<file path="src/rtl/wr_arbiter.sv">
// ----------------------------------------------------------------------------
// wr_arbiter
//   Shares the single FIFO write port among NUM_REQ producers in the write
//   clock domain. Bursts are granted in round-robin order. During a burst the
//   owner's beats are accepted whenever the FIFO is not full, and the owner's
//   data is muxed onto the memory write bus.
//
// Ports
//   wclk      : write-domain clock, rising edge
//   wrst_n    : asynchronous active-low reset
//   req       : per-requester "valid beat present"
//   last      : per-requester "current beat ends the burst"
//   wdata_in  : packed requester data, requester i on [i*DATA_WIDTH +: DATA_WIDTH]
//   full      : FIFO full flag (registered upstream, so no combinational loop)
//   w_en      : write enable to the pointer handler / memory
//   wdata     : owner's data to the memory write port
//   grant     : one-hot, grant[i] = requester i's beat accepted this cycle
//   owner_id  : current or most recent burst owner
//   busy      : high while a burst is in progress
// ----------------------------------------------------------------------------
module wr_arbiter #(
    parameter  int NUM_REQ    = 4,
    parameter  int DATA_WIDTH = 8,
    parameter  int MAX_BURST  = 4,
    localparam int ID_W       = $clog2(NUM_REQ),
    localparam int CNT_W      = $clog2(MAX_BURST + 1)
) (
    input  logic                          wclk,
    input  logic                          wrst_n,
    input  logic [NUM_REQ-1:0]            req,
    input  logic [NUM_REQ-1:0]            last,
    input  logic [NUM_REQ*DATA_WIDTH-1:0] wdata_in,
    input  logic                          full,
    output logic                          w_en,
    output logic [DATA_WIDTH-1:0]         wdata,
    output logic [NUM_REQ-1:0]            grant,
    output logic [ID_W-1:0]               owner_id,
    output logic                          busy
);

    typedef enum logic {IDLE, BURST} state_t;

    state_t           state;
    logic [ID_W-1:0]  owner;
    logic [ID_W-1:0]  rr_ptr;
    logic [CNT_W-1:0] beat_cnt;

    logic [ID_W-1:0]  winner;
    logic [ID_W-1:0]  next_ptr;
    logic             accept;
    logic             end_burst;

    // Round-robin pick: scan offsets from high to low so the smallest offset
    // from rr_ptr with an active request is the final assignment.
    always_comb begin
        winner = rr_ptr;
        for (int i = NUM_REQ - 1; i >= 0; i--) begin
            logic [ID_W:0] sum;
            sum = {1'b0, rr_ptr} + (ID_W+1)'(i);
            if (sum >= (ID_W+1)'(NUM_REQ))
                sum = sum - (ID_W+1)'(NUM_REQ);
            if (req[sum[ID_W-1:0]])
                winner = sum[ID_W-1:0];
        end
    end

    assign next_ptr  = (owner == ID_W'(NUM_REQ - 1)) ? '0 : owner + ID_W'(1);

    // full gates the write in the same cycle; a stalled owner keeps the port.
    assign accept    = (state == BURST) & req[owner] & ~full;

    // A burst also closes when the owner withdraws its request, so a silent
    // requester cannot hold the port indefinitely.
    assign end_burst = (accept & (last[owner] | (beat_cnt == CNT_W'(MAX_BURST - 1))))
                     | ~req[owner];

    assign w_en      = accept;
    assign grant     = accept ? (NUM_REQ'(1) << owner) : '0;
    assign wdata     = wdata_in[owner*DATA_WIDTH +: DATA_WIDTH];
    assign owner_id  = owner;
    assign busy      = (state == BURST);

    always_ff @(posedge wclk or negedge wrst_n) begin
        if (!wrst_n) begin
            state    <= IDLE;
            owner    <= '0;
            rr_ptr   <= '0;
            beat_cnt <= '0;
        end else begin
            case (state)
                IDLE: begin
                    if (|req) begin
                        owner    <= winner;
                        beat_cnt <= '0;
                        state    <= BURST;
                    end
                end
                BURST: begin
                    if (end_burst) begin
                        state    <= IDLE;
                        rr_ptr   <= next_ptr;
                        beat_cnt <= '0;
                    end else if (accept) begin
                        beat_cnt <= beat_cnt + CNT_W'(1);
                    end
                end
                default: state <= IDLE;
            endcase
        end
    end

endmodule

</file>
<file path="config.mk">
export PLATFORM = sky130hd
export DESIGN_NAME = wr_arbiter
export DESIGN_NICKNAME = d
export VERILOG_FILES = /design/src/rtl/wr_arbiter.sv
export SDC_FILE = /design/constraint.sdc
export NUM_CORES = 1
export LEC_CHECK = 0
export ABC_AREA = 0
export ABC_CLOCK_PERIOD_IN_PS = 2400
export BUFFER_PORTS_ARGS = -buffer_cell sky130_fd_sc_hd__buf_2
export CORE_MARGIN = 4
export CORE_UTILIZATION = 40
export DETAILED_ROUTE_END_ITERATION = 7
export PLACE_DENSITY = 0.77
export SETUP_SLACK_MARGIN = 0.3
export SYNTH_ARGS = -nofsm -noshare
export SYNTH_HDL_FRONTEND = slang
export SYNTH_SLANG_ARGS = --single-unit
</file>
<file path="constraint.sdc">
create_clock -name wclk -period 2.4 [get_ports wclk]
set_clock_uncertainty 0.1 [all_clocks]
set_input_delay 0.12 -clock wclk [delete_from_list [all_inputs] [get_ports wclk]]
set_output_delay 0.12 -clock wclk [all_outputs]
set_load 0.005 [all_outputs]
</file>
==> flow_summary.toml, run 1 <==
[yosys]
ys_ff_latch = 8
synth_compound_area_share_pct = 14.8
avgSynthCellArea_sq_um = 10.7
yosys.area_share.xor_xnor_pct = 0
yosys_warnings = 0
synth_cells = 75
ys_seq_area_share_pct = 25.0
synthMuxAreaShare_pct = 31.6
syn_area_sq_um = 801
synthesis.nets = 124
synthSimpleGateAreaFrac_pct = 15.3
synth_top_family_by_area = "multiplexers"
synth-adder-area-share_pct = 9.38
yosysUniqueCellTypes = 25

[worst_hold_path]
hp-start = "full"
min_path_type = "input pin to flip-flop"

[finish]
final_common_cell = "buf_2"
drive_gt1_share_pct = 54.0
antennaDiodeCount = 0
fin_cells = 162
num-fill-cells = 157
nets = 188
layout_common_cells = "buf_2 (58), mux4_2 (9), dfrtp_1 (8)"
syn2layout_area_growth_pct = 44.5

[timing]
timing.final.crit_share_pct = 77.3
max_clock_freq_mhz = 539
period_minus_slack_ps = 1860
tightest_slew_ps = 443
setup_slack_ps = 544
setup_violations = 0
rsz0062_at_grt = "no"
hold_viol_final = 0
maxSlewViolCount = 0
hold_ws_ps = 82.2
finalSetupTns_ps = 0
max_slew_margin_pct = 70.2

[die]
start_util_pct = 44.4
die_h_um = 52.7
core_sq_um = 1800
row_count = 15
ios = 59
die_w_um = 52.7
die-area_sq_um = 2780

[routing]
drc_errors = 0
wl_per_cell_um = 15.3
wl_met3_um = 320
wl_met1_um = 877
final_antenna_net_count = 0
dr.pass1.iters = 4
via_per_inst = 5.64
first_iter_violations = 10
top_layer = "met4"
met2WireLength_mm = 1.23
drt-total-wl_mm = 2.47
vias = 913

[clock_tree]
cts_buffer_depth = 2
h-tree-depth = 1
cts_tree = "done"
cts_inserted_buffers = 3
clock_sinks = 8
clkTransAtPathRegs_ps = 50
clk_latency_ps = 260
cts_root_buf = "clkbuf_4"

[power_and_ir_drop]
peakVddDrop_mv = 0.607
powerDensity_nw_per_um2 = 930
leakage_nw = 0.609
power_w = 0.00108

[placement]
dp_cells = 158
gp_congestion = 0.810
dp_hpwl_mm = 2.05
place_ws_ps = 555
io_buffers = 58

[run_status]
status = "completed"

[setup_path]
startpoint_type = "flip-flop"
slowest_delay_ps = 390
worst_setup_path_end_kind = "flip-flop"
cp_common_cell = "ha_1"
crit_fanout = 4
crit_family = "compound AO/OA/AOI/OAI gates"
cp.arrival_ps = 1890
cp-startpoint = "beat_cnt[0]"
path_cells = "ha_1 -> ha_1 -> nor2b_1 -> a22o_1 -> o22a_1 -> mux2_4"
cp.required_ps = 2440
r2r_start = "beat_cnt[0]"
crit_buf_inv = 0
crit_type = "flip-flop to flip-flop"
critPathSlowestCell = "dfrtp_1"

[global_route]
grt_pass1_wl_mm = 3.62
grt_overflow_total = 0
grtUsageTotal_pct = 17.5
grt_start_max_net_pins = 16
grt_antenna_before_repair = 0
grt_pass1_vias = 888

[run]
drv_cap = 0
==> layer usage <==
metal | GRT usage (%) | vias up
met1 | 16.9 | 428
met5 | 0 | -
met2 | 33.7 | 59
met4 | 5.96 | 0
li1 | - | 415
met3 | 5.70 | 11
==> worst min-delay path, delay by kind of cell <==
family / cells / cell delay, ps
AO/OA/AOI/OAI: 2 / 170
buffers and inverters: 1 / 100
==> power by group <==
part	internal, W	leakage [nW]	switching (W)
Combinational	0.000400	0.494	0.000315
Sequential	0.000185	0.101	0.0000736
Clock	0.0000572	0.0138	0.0000462
Total	0.000641	0.609	0.000435
==> area by class of cell <==
type                            instances  area (sq um)  share of cell area (%)
Clock buffer                            3          22.5                    1.95
Inverter                                5          18.8                    1.62
Multi-Input combinational cell         60           569                    49.2
Sequential cell                         8           200                    17.3
Tap cell                               25          31.3                    2.70
Timing Repair Buffer                   61           315                    27.2
==> repair_timing <==
action | CTS | global route
hold endpoints to repair | 8 | 0
gates resized for setup | 0 | 0
hold buffers | 1 | 0
setup buffers | 0 | 0
==> synthesized netlist by cell type <==
cell / number / area share [%]
o311ai_0: 1 / 1.1
o211ai_1: 1 / 0.94
a21oi_1: 1 / 0.62
mux2i_1: 2 / 2.5
o22a_1: 1 / 1.1
o21ai_0: 6 / 3.8
inv_1: 5 / 2.3
mux2_4: 2 / 3.8
a22o_1: 3 / 3.3
dfrtp_1: 8 / 25
a21o_1: 1 / 0.94
nand2b_1: 2 / 1.6
o2111ai_1: 1 / 1.1
a32o_1: 1 / 1.3
nor2b_1: 4 / 3.1
buf_4: 1 / 0.94
buf_2: 1 / 0.62
nor4_1: 1 / 0.78
ha_1: 6 / 9.4
nor2_1: 6 / 2.8
o22ai_1: 1 / 0.78
mux4_2: 9 / 25
and2_1: 2 / 1.6
nand2_1: 5 / 2.3
and3_1: 4 / 3.1
==> worst paths after layout <==
check / end / slack (ps) / depth (start not counted)
max: rr_ptr[0] / 540 / 6
min: busy / 80 / 3
max reg2reg: rr_ptr[0] / 540 / 6
min reg2reg: beat_cnt[2] / 390 / 2
max in group asynchronous: beat_cnt[2] / 1900 / 2
min in group asynchronous: busy / 130 / 2
==> kinds of logic (layout without fill, tap and decap cells) <==
family          count (synthesis)  after routing
compound gates                 17             17
fa+ha+maj                       6              6
buf+inv                         7             69
flops                           8              8
mux                            13             13
simple gates                   24             24
==> state kept, by name, summed over array words and instances, names as in the netlist <==
name      count
beat_cnt      3
busy          1
owner_id      2
rr_ptr        2
==> through the flow <==
step	cell area [sq um]	utilization [%]
3_5_place_dp	1120	62.4
6_report	1160	64.2
4_1_cts	1160	64.2
2_1_floorplan	801	-
5_1_grt	1160	64.2
3_3_place_gp	1120	62.4
No activity file was read; power rests on OpenSTA's default activity.
==> inputs of run 2 (changes only) <==
--- a/config.mk
+++ b/config.mk
@@ -6,12 +6,12 @@
 export NUM_CORES = 1
 export LEC_CHECK = 0
 export ABC_AREA = 0
-export ABC_CLOCK_PERIOD_IN_PS = 2400
+export ABC_CLOCK_PERIOD_IN_PS = 1500
 export BUFFER_PORTS_ARGS = -buffer_cell sky130_fd_sc_hd__buf_2
 export CORE_MARGIN = 4
-export CORE_UTILIZATION = 40
+export CORE_UTILIZATION = 36
 export DETAILED_ROUTE_END_ITERATION = 7
-export PLACE_DENSITY = 0.77
+export PLACE_DENSITY = 0.73
 export SETUP_SLACK_MARGIN = 0.3
 export SYNTH_ARGS = -nofsm -noshare
 export SYNTH_HDL_FRONTEND = slang
==> constraint.sdc (replaced) <==
create_clock -name wclk -period 1.5 [get_ports wclk]
set_clock_uncertainty 0.1 [all_clocks]
set_input_delay 0.075 -clock wclk [delete_from_list [all_inputs] [get_ports wclk]]
set_output_delay 0.075 -clock wclk [all_outputs]
set_load 0.005 [all_outputs]
==> run 2 against run 1 <==
Global-route usage increased by 0.077 points. Highest routed layer unchanged. Final cell count is 12% higher. The run now ends with setup timing left. Largest cell class unchanged. Final area increased by 24%. Count of clock-buffer cells in the layout is 1 higher. Critical path type is now flip-flop to primary output.
==> flow_summary.toml, run 2 (same netlist as run 1, synthesis figures left out) <==
[die]
row_count = 16
ios = 59
die-area_sq_um = 3040
start_util_pct = 39.2
core_sq_um = 2040
die_h_um = 55.2
die_w_um = 55.2

[setup_path]
startpoint_type = "flip-flop"
worst_setup_path_end_kind = "primary output"
crit_fanout = 4
cp.arrival_ps = 1630
cp-startpoint = "owner_id[0]"
slowest_delay_ps = 560
crit_type = "flip-flop to primary output"
path_cells = "mux4_2 -> buf_6 -> and3_4 -> buf_6"
critPathSlowestCell = "mux4_2"
cp_common_cell = "buf_6"
cp.required_ps = 1320
r2r_start = "owner_id[0]"

[routing]
vias = 945
via_per_inst = 5.22
drt-total-wl_mm = 2.75
dr.pass1.iters = 4
final_antenna_net_count = 0
drc_errors = 0
first_iter_violations = 9
wl_per_cell_um = 15.2

[worst_hold_path]
hp-start = "full"
min_path_type = "input pin to flip-flop"

[finish]
final_common_cell = "buf_2"
syn2layout_area_growth_pct = 79.2
layout_common_cells = "buf_2 (53), buf_4 (13), mux4_2 (9)"
antennaDiodeCount = 0
largest_register_ff_count = 3
regArea_sq_um = 204
multiInputGateArea_sq_um = 644
drive_gt1_share_pct = 69.5
num-fill-cells = 159
nets = 204
final_area_sq_um = 1440
top_register = "beat_cnt"

[global_route]
grt_pass1_vias = 872
grtUsageTotal_pct = 17.5
grt_pass1_wl_mm = 3.77
grt_antenna_before_repair = 0
grt_start_max_net_pins = 14
grt_overflow_total = 0

[timing]
hold_viol_final = 0
max_slew_margin_pct = 74.1
setup_slack_ps = -306
period_minus_slack_ps = 1810
setup_violations = 19
max_clock_freq_mhz = 554
timing.final.crit_share_pct = 120
maxSlewViolCount = 0
tightest_slew_ps = 388
rsz0062_at_grt = "yes"

[placement]
dpl_cell_area_sq_um = 1220
gp_congestion = 0.832
dp_hpwl_mm = 2.20
io_buffers = 58

[run_status]
status = "finished with violations"
violations = "setup timing"

[clock_tree]
cts_tree = "done"
h-tree-depth = 1
cts_inserted_buffers = 3
clk_latency_ps = 270
clock_sinks = 8
cts_root_buf = "clkbuf_4"
clkTransAtPathRegs_ps = 70
cts_buffer_depth = 2

[power_and_ir_drop]
powerDensity_nw_per_um2 = 1560
peakVddDrop_mv = 0.968
leakage_nw = 0.709
power_w = 0.00224

[run]
drv_cap = 0
## run 2: repair_timing
item	CTS	global route
setup buffers	3	0
hold endpoints to repair	8	0
endpoints found under the setup margin	22	22
hold buffers	1	0
cloned	0	1
resized for setup	22	9
pin swaps	6	3
## run 2: report_power, final
group	switching (W)	leakage, nW	total, W	internal (W)
Combinational	0.000637	0.596	0.00162	0.000984
Sequential	0.000120	0.0977	0.000423	0.000303
Clock	0.0000892	0.0150	0.000192	0.000103
Total	0.000846	0.709	0.00224	0.00139
## run 2: through the flow
stage                     setup WS, ps  utilization (%)  hold slack, ps  setup TNS, ps  instances
final                             -306             70.3            39.8          -4510        181
after global routing              -342             70.3            75.7          -5370        181
after floorplan                   -238                -            -321           -646         75
after global placement            -211             59.7            -173           -677        172
after detailed placement          -257             59.7            -166          -1120        172
after CTS                         -294             67.0            32.4          -4370        180
## run 2: critical path: cells and delay by family (launching register included)
kind                   cells  cell delay [ps]
DFF                        1              380
buffers and inverters      2              270
and+or+nand+nor            1              160
muxes                      1              560
## run 2: worst paths after layout
check,end,slack [ps],cells past startpoint
setup / recovery,grant[3],-310,4
hold / removal,busy,40,3
setup reg to reg,beat_cnt[1],-240,4
hold reg to reg,beat_cnt[2],420,2
max in group asynchronous,rr_ptr[1],1030,2
min in group asynchronous,owner_id[0],80,2
## run 2: per-layer routing
metal  global-route usage, %  routed length, um  vias to the layer above
met4                    4.86                 19                        0
met2                    30.7               1310                       50
met1                    21.7               1110                      437
met5                       0                  0                        -
li1                        -                  -                      453
met3                    3.49                314                        5
## run 2: final cells by class
class                      count  share of cell area (%)
multi-input combinational     60                    44.9
timing repair buffer          77                    35.4
sequential                     8                    14.2
tap                           27                    2.35
clock buffer                   4                    1.83
inverter                       5                    1.31
==> inputs of run 3 (changes only) <==
--- a/config.mk
+++ b/config.mk
@@ -9,9 +9,9 @@
 export ABC_CLOCK_PERIOD_IN_PS = 1500
 export BUFFER_PORTS_ARGS = -buffer_cell sky130_fd_sc_hd__buf_2
 export CORE_MARGIN = 4
-export CORE_UTILIZATION = 36
+export CORE_UTILIZATION = 30
 export DETAILED_ROUTE_END_ITERATION = 7
-export PLACE_DENSITY = 0.73
+export PLACE_DENSITY = 0.62
 export SETUP_SLACK_MARGIN = 0.3
 export SYNTH_ARGS = -nofsm -noshare
 export SYNTH_HDL_FRONTEND = slang
==> run 3 against run 2 <==
The run still ends with setup timing left. Wire length about the same. Count of clock-buffer cells in the layout is the same. Largest cell class unchanged. Maximum frequency grew 1.2%. Register-to-register slack lost 20 ps. Combinational power increased by 8%.
==> flow_summary.toml, run 3 (same netlist as run 1, synthesis figures left out) <==
[finish]
syn2layout_area_growth_pct = 83.9
fin_cells = 189
fin_util_pct = 58.4
regArea_sq_um = 203
multiInputGateArea_sq_um = 627
layout_common_cells = "buf_2 (53), buf_4 (14), buf_6 (12)"
final_common_cell = "buf_2"
largest_register_ff_count = 3
drive_gt1_share_pct = 66.7
antennaDiodeCount = 0
top_register = "beat_cnt"
num-fill-cells = 228
final_area_sq_um = 1470
nets = 209

[clock_tree]
cts_buffer_depth = 2
cts_inserted_buffers = 3
clk_latency_ps = 260
cts_root_buf = "clkbuf_4"
clkTransAtPathRegs_ps = 60
clock_sinks = 8
h-tree-depth = 1
cts_tree = "done"

[global_route]
grt_pass1_vias = 902
grt_overflow_total = 0
grt_start_max_net_pins = 12
grtUsageTotal_pct = 14.6
grt_pass1_wl_mm = 3.88
grt_antenna_before_repair = 0

[routing]
dr.pass1.iters = 4
final_antenna_net_count = 0
drt-total-wl_mm = 2.75
vias = 949
wl_per_cell_um = 14.6
via_per_inst = 5.02
drc_errors = 0
first_iter_violations = 27

[placement]
gp_congestion = 0.746
dp_hpwl_mm = 2.16
place_ws_ps = -241
io_buffers = 58
dpl_cell_area_sq_um = 1230
dp_cells = 176

[power_and_ir_drop]
leakage_nw = 0.738
peakVddDrop_mv = 1.01
power_w = 0.00233
powerDensity_nw_per_um2 = 1580

[run]
drv_cap = 0

[die]
die_h_um = 59.7
core_sq_um = 2520
die-area_sq_um = 3560
start_util_pct = 31.7
die_w_um = 59.7
ios = 59
row_count = 18

[setup_path]
r2r-end = "beat_cnt[1]"
crit_type = "flip-flop to primary output"
worst_setup_path_end_kind = "primary output"
cp.arrival_ps = 1610
crit_fanout = 5
reg2reg_depth = 4
crit_end = "grant[2]"
cp-startpoint = "owner_id[0]"
startpoint_type = "flip-flop"
r2r_slack_ps = -260
cp.required_ps = 1320
r2r_start = "owner_id[0]"

[run_status]
violations = "setup timing"
status = "finished with violations"

[timing]
max_clock_freq_mhz = 560
max_slew_margin_pct = 71.6
hold_viol_final = 0
setup_violations = 19
timing.final.crit_share_pct = 119
period_minus_slack_ps = 1780
rsz0062_at_grt = "yes"
tightest_slew_ps = 424
setup_slack_ps = -285
maxSlewViolCount = 0

[worst_hold_path]
hold_depth = 3
min_path_type = "input pin to flip-flop"
==> run 3: repair_timing <==
item | CTS | global route
setup buffers | 4 | 3
gates resized for setup | 17 | 12
pin swaps | 5 | 5
endpoints found under the setup margin | 23 | 22
cloned | 0 | 1
hold buffers | 1 | 0
endpoints found under the hold margin | 8 | 0
==> run 3: metal layers <==
metal / track usage (%) / routed length, um / up-vias
met3: 5.18 / 326 / 3
met4: 4.75 / 21 / 0
met2: 25.3 / 1440 / 45
met1: 16.5 / 967 / 444
met5: 0 / 0 / -
li1: - / - / 457
==> run 3: cell type report <==
| cell class | instances | area share, % |
|---|---|---|
| Timing Repair Buffer | 82 | 38.1 |
| Clock buffer | 4 | 1.78 |
| Sequential cell | 8 | 13.8 |
| Inverter | 5 | 1.27 |
| Tap cell | 30 | 2.55 |
| Multi-Input combinational cell | 60 | 42.6 |
==> run 3: how the worst min path moves through the flow <==
stage                     startpoint          end  slack [ps]
final                           full         busy          60
after global routing            full         busy          80
after CTS                       full         busy          50
after detailed placement      wrst_n         busy        -170
after global placement        wrst_n  beat_cnt[0]        -170
after floorplan               wrst_n  beat_cnt[0]        -320
==> run 3: worst max-delay path, stage by stage, from the launching register on <==
cell     delay [ps]
dfrtp_2         380
mux4_2          570
buf_6           150
and3_4          140
buf_6           110
==> run 3: stage by stage <==
step                      hold WS [ps]  TNS, ps
after floorplan                   -321     -646
after global placement            -172     -770
after detailed placement          -167    -1180
after CTS                         54.4    -4310
after global routing              77.5    -5350
final                             56.4    -4070
==> run 3: power breakdown <==
part	switching [W]	total (W)	internal (W)	leakage [nW]
Clock	0.0000791	0.000181	0.000102	0.0150
Combinational	0.000668	0.00175	0.00108	0.625
Sequential	0.000104	0.000405	0.000300	0.0988
